===== src/rtl/intra_tap_accumulator.sv =====
// intra_tap_accumulator: sums signed tap products into one rounded, shifted intra pel.
// Optional output clipping to [0, 2^BD-1] is enabled by defining CLIP_OUT_EN.
module intra_tap_accumulator #(
    parameter int NTAPS  = 4,
    parameter int PROD_W = 16,
    parameter int ACC_W  = 20,
    parameter int SHIFT  = 6,
    parameter int BD     = 8
) (
    input  logic                     clk,
    input  logic                     rst,
    input  logic                     in_valid,
    output logic                     in_ready,
    input  logic signed [PROD_W-1:0] in_prod,
    input  logic                     in_last,
    output logic                     out_valid,
    input  logic                     out_ready,
    output logic [BD-1:0]            out_pel,
    output logic [2:0]               out_ntaps
);

    localparam logic [0:0] IDLE  = 1'b0;
    localparam logic [0:0] ACCUM = 1'b1;

    localparam logic signed [ACC_W-1:0] RND  = ACC_W'(1 << (SHIFT - 1));
    localparam logic signed [ACC_W-1:0] PMAX = ACC_W'((1 << BD) - 1);
    localparam logic [2:0]              LAST = 3'(NTAPS - 1);

    logic [0:0]              state_q, state_d;
    logic signed [ACC_W-1:0] acc_q, acc_d;
    logic [2:0]              cnt_q, cnt_d;
    logic                    out_valid_q, out_valid_d;
    logic [BD-1:0]           out_pel_q, out_pel_d;
    logic [2:0]              out_ntaps_q, out_ntaps_d;

    logic                    accept;
    logic                    is_final;
    logic signed [ACC_W-1:0] acc_base;
    logic signed [ACC_W-1:0] sum;
    logic signed [ACC_W-1:0] rnd;
    logic [BD-1:0]           pel;

    assign in_ready  = !out_valid_q || out_ready;
    assign accept    = in_valid && in_ready;
    assign is_final  = in_last || (cnt_q == LAST);
    assign out_valid = out_valid_q;
    assign out_pel   = out_pel_q;
    assign out_ntaps = out_ntaps_q;

    // Sum, round and convert the current tap into a candidate pel.
    always_comb begin
        acc_base = (state_q == IDLE) ? '0 : acc_q;
        sum      = acc_base + ACC_W'(in_prod);
        rnd      = (sum + RND) >>> SHIFT;
`ifdef CLIP_OUT_EN
        if (rnd < 0)
            pel = '0;
        else if (rnd > PMAX)
            pel = BD'(PMAX);
        else
            pel = BD'(rnd);
`else
        pel = BD'(rnd);
`endif
    end

    // Next-state for the tap accumulator and the single output slot.
    always_comb begin
        state_d     = state_q;
        acc_d       = acc_q;
        cnt_d       = cnt_q;
        out_valid_d = out_valid_q;
        out_pel_d   = out_pel_q;
        out_ntaps_d = out_ntaps_q;
        if (out_valid_q && out_ready)
            out_valid_d = 1'b0;
        if (accept) begin
            if (is_final) begin
                state_d     = IDLE;
                acc_d       = '0;
                cnt_d       = '0;
                out_valid_d = 1'b1;
                out_pel_d   = pel;
                out_ntaps_d = cnt_q + 3'd1;
            end else begin
                state_d = ACCUM;
                acc_d   = sum;
                cnt_d   = cnt_q + 3'd1;
            end
        end
    end

    // State registers with asynchronous clear.
    always_ff @(posedge clk or posedge rst) begin
        if (rst) begin
            state_q     <= IDLE;
            acc_q       <= '0;
            cnt_q       <= '0;
            out_valid_q <= 1'b0;
            out_pel_q   <= '0;
            out_ntaps_q <= '0;
        end else begin
            state_q     <= state_d;
            acc_q       <= acc_d;
            cnt_q       <= cnt_d;
            out_valid_q <= out_valid_d;
            out_pel_q   <= out_pel_d;
            out_ntaps_q <= out_ntaps_d;
        end
    end

endmodule


===== config.mk =====
export PLATFORM = sky130hd
export DESIGN_NAME = intra_tap_accumulator
export DESIGN_NICKNAME = d
export VERILOG_FILES = /design/src/rtl/intra_tap_accumulator.sv
export SDC_FILE = /design/constraint.sdc
export NUM_CORES = 1
export LEC_CHECK = 0
export BUFFER_PORTS_ARGS = -buffer_cell sky130_fd_sc_hd__buf_2
export CAP_MARGIN = 15
export CORE_AREA = 2 2 85 87
export DETAILED_ROUTE_END_ITERATION = 10
export DIE_AREA = 0 0 87 89
export GPL_TIMING_DRIVEN = 1
export PLACE_DENSITY_LB_ADDON = 0.15
export SLEW_MARGIN = 20
export SYNTH_ARGS = -nofsm -noshare
export SYNTH_HDL_FRONTEND = slang
export SYNTH_SLANG_ARGS = --single-unit
export TNS_END_PERCENT = 10

===== constraint.sdc =====
create_clock -name clk -period 3.7 [get_ports clk]
set_input_delay 1.11 -clock clk [delete_from_list [all_inputs] [get_ports clk]]
set_output_delay 1.11 -clock clk [all_outputs]
set_load 0.005 [all_outputs]

==> metrics <==
Global Route met3 Usage 3.14%; Critical Path RT 3860 ps; met1 Resource Use GR 18.3%; Detailed Routing Iterations Pass 1 4; Crit Path Max Fanout 3; Slowest-stage cell, CP or4b_4; clock sink total 30; R2R cell count 12; first-pass GRT wire length 8070 um; H-Tree Depth 2; clock latency on the worst-skew pair 280 ps; post-layout min period 3600 ps; max-cap violations 0; critical path, cell by cell buf_2 -> ha_4 -> fa_2 -> a21oi_2 -> o22a_2 -> and2b_1 -> xnor2_2 -> ha_2 -> inv_2 -> or4b_4 -> o311a_1 -> a221o_1; final hold vios 0; Synth Net Count 258; met2 Use GR 21.4%; Setup TNS 0 ps; die area 0.00774 mm^2; Final Wtd Congestion 0.811; HP Class register to register; critical path launch point type input pin; Post-synth EDFFs 0; DR iter-0 viols 69; Reg clk slew, reported paths 60 ps; clk root buf clkbuf_8; Arrival @ worst endpoint 3760 ps; worst slack, placed -211 ps; status complete, no violations; Power Density 584 mW/mm^2; hold path depth 2; Initial Util 30.0%; overall global routing resource usage 13.3%; postcts setup bufs 0; Vias/cell 4.82; largest net degree at the start of global routing 31; fin. max-slew vios 0; # resized after CTS 0; # diodes 0; #FFs+latches synth 30; initial antenna violation count 0; hold_buf cts 0; critical path class input pin to register; Horiz. Die Dim 87 um; Synth top area share 37.3%; cell family with most CP delay compound AO/OA/AOI/OAI gates; clk buf depth 2; Layout area overhead 28.8%; FMAX 278 MHz; sequential area share after synthesis 37.3%; I/O pin cnt 34; WP depth 12; CP max stage delay 510 ps; busiest metal layer after global routing met2; Synth Instances 220; WL final 4840 um; Synth Cell Area 0.00201 mm^2; aggregate global routing overflow 0; reg-to-reg slack, setup 410 ps; leakage 1.24 nW; Yosys cell types 46; fin nets 322; dominant synthesized flop cell dfrtp_1; Avg Synthesized Cell Area 9.15 um^2; Synth area leaders dfrtp_1, ha_1, nand2_1, o21ai_0, xnor2_1; layout cells sized above 1 29.5%; synth warn 0; Max IR drop VDD 0.212 mV; Vias 1759; fillers 716; Final ANT Viol Nets 0; Fin Clk Skew 3.97 ps; Tcrit/Tclk final 97.3%; # rows 30; relative slew slack 57.2%; Core Area 0.00672 mm^2; Worst Max-Slew Pin Slew 639 ps; Synth async-reset ratio 100%; vias in the first global route 1711; die height 89 um; number of remaining DRC errors 0; RSZ-0062 raised after global routing no; HPWL Detailed 3850 um; port bufs 31; setup violators final 0; setup slack after layout 99.1 ps; Crit. End Element register; number of buffer and inverter stages on the critical path 2; total CTS buffers 5; CTS tree built; cell taking the most area after synthesis dfrtp_1; Routed WL per cell 13.3 um
-- cell usage in the layout (no fill, tap or decap), types with 2 or more instances in the layout --
master	netlist	routed
a21oi_1	12	11
clkbuf_8	0	6
a22o_1	8	8
a221o_1	2	2
and2_1	13	13
dfrtp_1	30	30
nand4_1	2	2
nor2b_1	2	2
buf_4	2	34
nand3_1	3	3
nor3_1	7	6
xor2_1	5	5
o21ai_0	19	19
inv_1	10	9
o211ai_1	3	3
o31ai_1	3	3
buf_2	0	31
xnor2_1	10	9
o21a_1	2	2
ha_1	16	14
nor2_1	8	8
nor4_1	4	4
nand2_1	31	31
-- power by group --
group / internal (W) / switching [W]
sequential: 0.000429 / 0.0000483
combinational: 0.000390 / 0.000377
clock: 0.000150 / 0.000121
-- Yosys cell counts (3+ instances only) --
cell type / n
nand2_1: 31
dfrtp_1: 30
o21ai_0: 19
ha_1: 16
and2_1: 13
a21oi_1: 12
inv_1: 10
xnor2_1: 10
a22o_1: 8
nor2_1: 8
nor3_1: 7
xor2_1: 5
clkbuf_1: 4
nor4_1: 4
nand3_1: 3
o211ai_1: 3
o31ai_1: 3
-- path summary, 6_finish.rpt --
check,end,from
min in group asynchronous,out_pel[4]$_DFFE_PP0P_,rst
max in group asynchronous,state_q$_DFFE_PP0P_,rst
max,out_pel[7]$_DFFE_PP0P_,in_prod[0]
min reg2reg,out_ntaps[1]$_DFFE_PP0P_,out_ntaps[1]$_DFFE_PP0P_
min,out_ntaps[1]$_DFFE_PP0P_,out_ntaps[1]$_DFFE_PP0P_
max reg2reg,out_pel[7]$_DFFE_PP0P_,state_q$_DFFE_PP0P_
-- metrics by stage --
step	util, %	hold WS [ps]	total power [W]	cells	area, um^2
5_1_grt	38.6	493	0.00165	365	2590
6_report	38.6	472	0.00151	365	2590
3_3_place_gp	37.2	451	0.00126	357	2500
2_1_floorplan	-	442	0.000946	220	2040
4_1_cts	38.5	477	0.00153	365	2590
3_5_place_dp	37.2	461	0.00126	357	2500
-- cell families after synthesis --
logic type               synth area share, %
XOR/XNOR                                6.53
flip-flops                              37.3
buffers and inverters                   4.66
AO/OA/AOI/OAI                           21.0
adder cells (fa/ha/maj)                 10.9
AND/OR/NAND/NOR                         19.6
-- metal layers --
metal / vias to the layer above / part of all wire (%)
met5: - / 0
met2: 28 / 46
met4: 0 / 0.39
met1: 809 / 50
met3: 4 / 3.9
li1: 918 / -
-- worst min-delay path: stages, from the launching register on --
cell and delay [ps]:
dfrtp_1 340, nand2_1 50, nand2_1 50
-- final cells by class --
class / instances / area [um^2] / share of cell area [%]
tap: 80 / 100 / 3.86
timing repair buffer: 65 / 410 / 15.8
sequential: 30 / 751 / 29.0
inverter: 10 / 37.5 / 1.45
clock buffer: 7 / 86.3 / 3.33
clock inverter: 1 / 5.00 / 0.193
multi-input combinational: 172 / 1200 / 46.4
-- flip-flops by register name, summed over array words and instances (netlist names) --
| name | flops |
|---|---|
| out_pel | 8 |
| acc_q | 14 |
| out_valid | 1 |
| out_ntaps | 3 |
| state_q | 1 |
| cnt_q | 3 |
(Power assumes the default switching activity.)
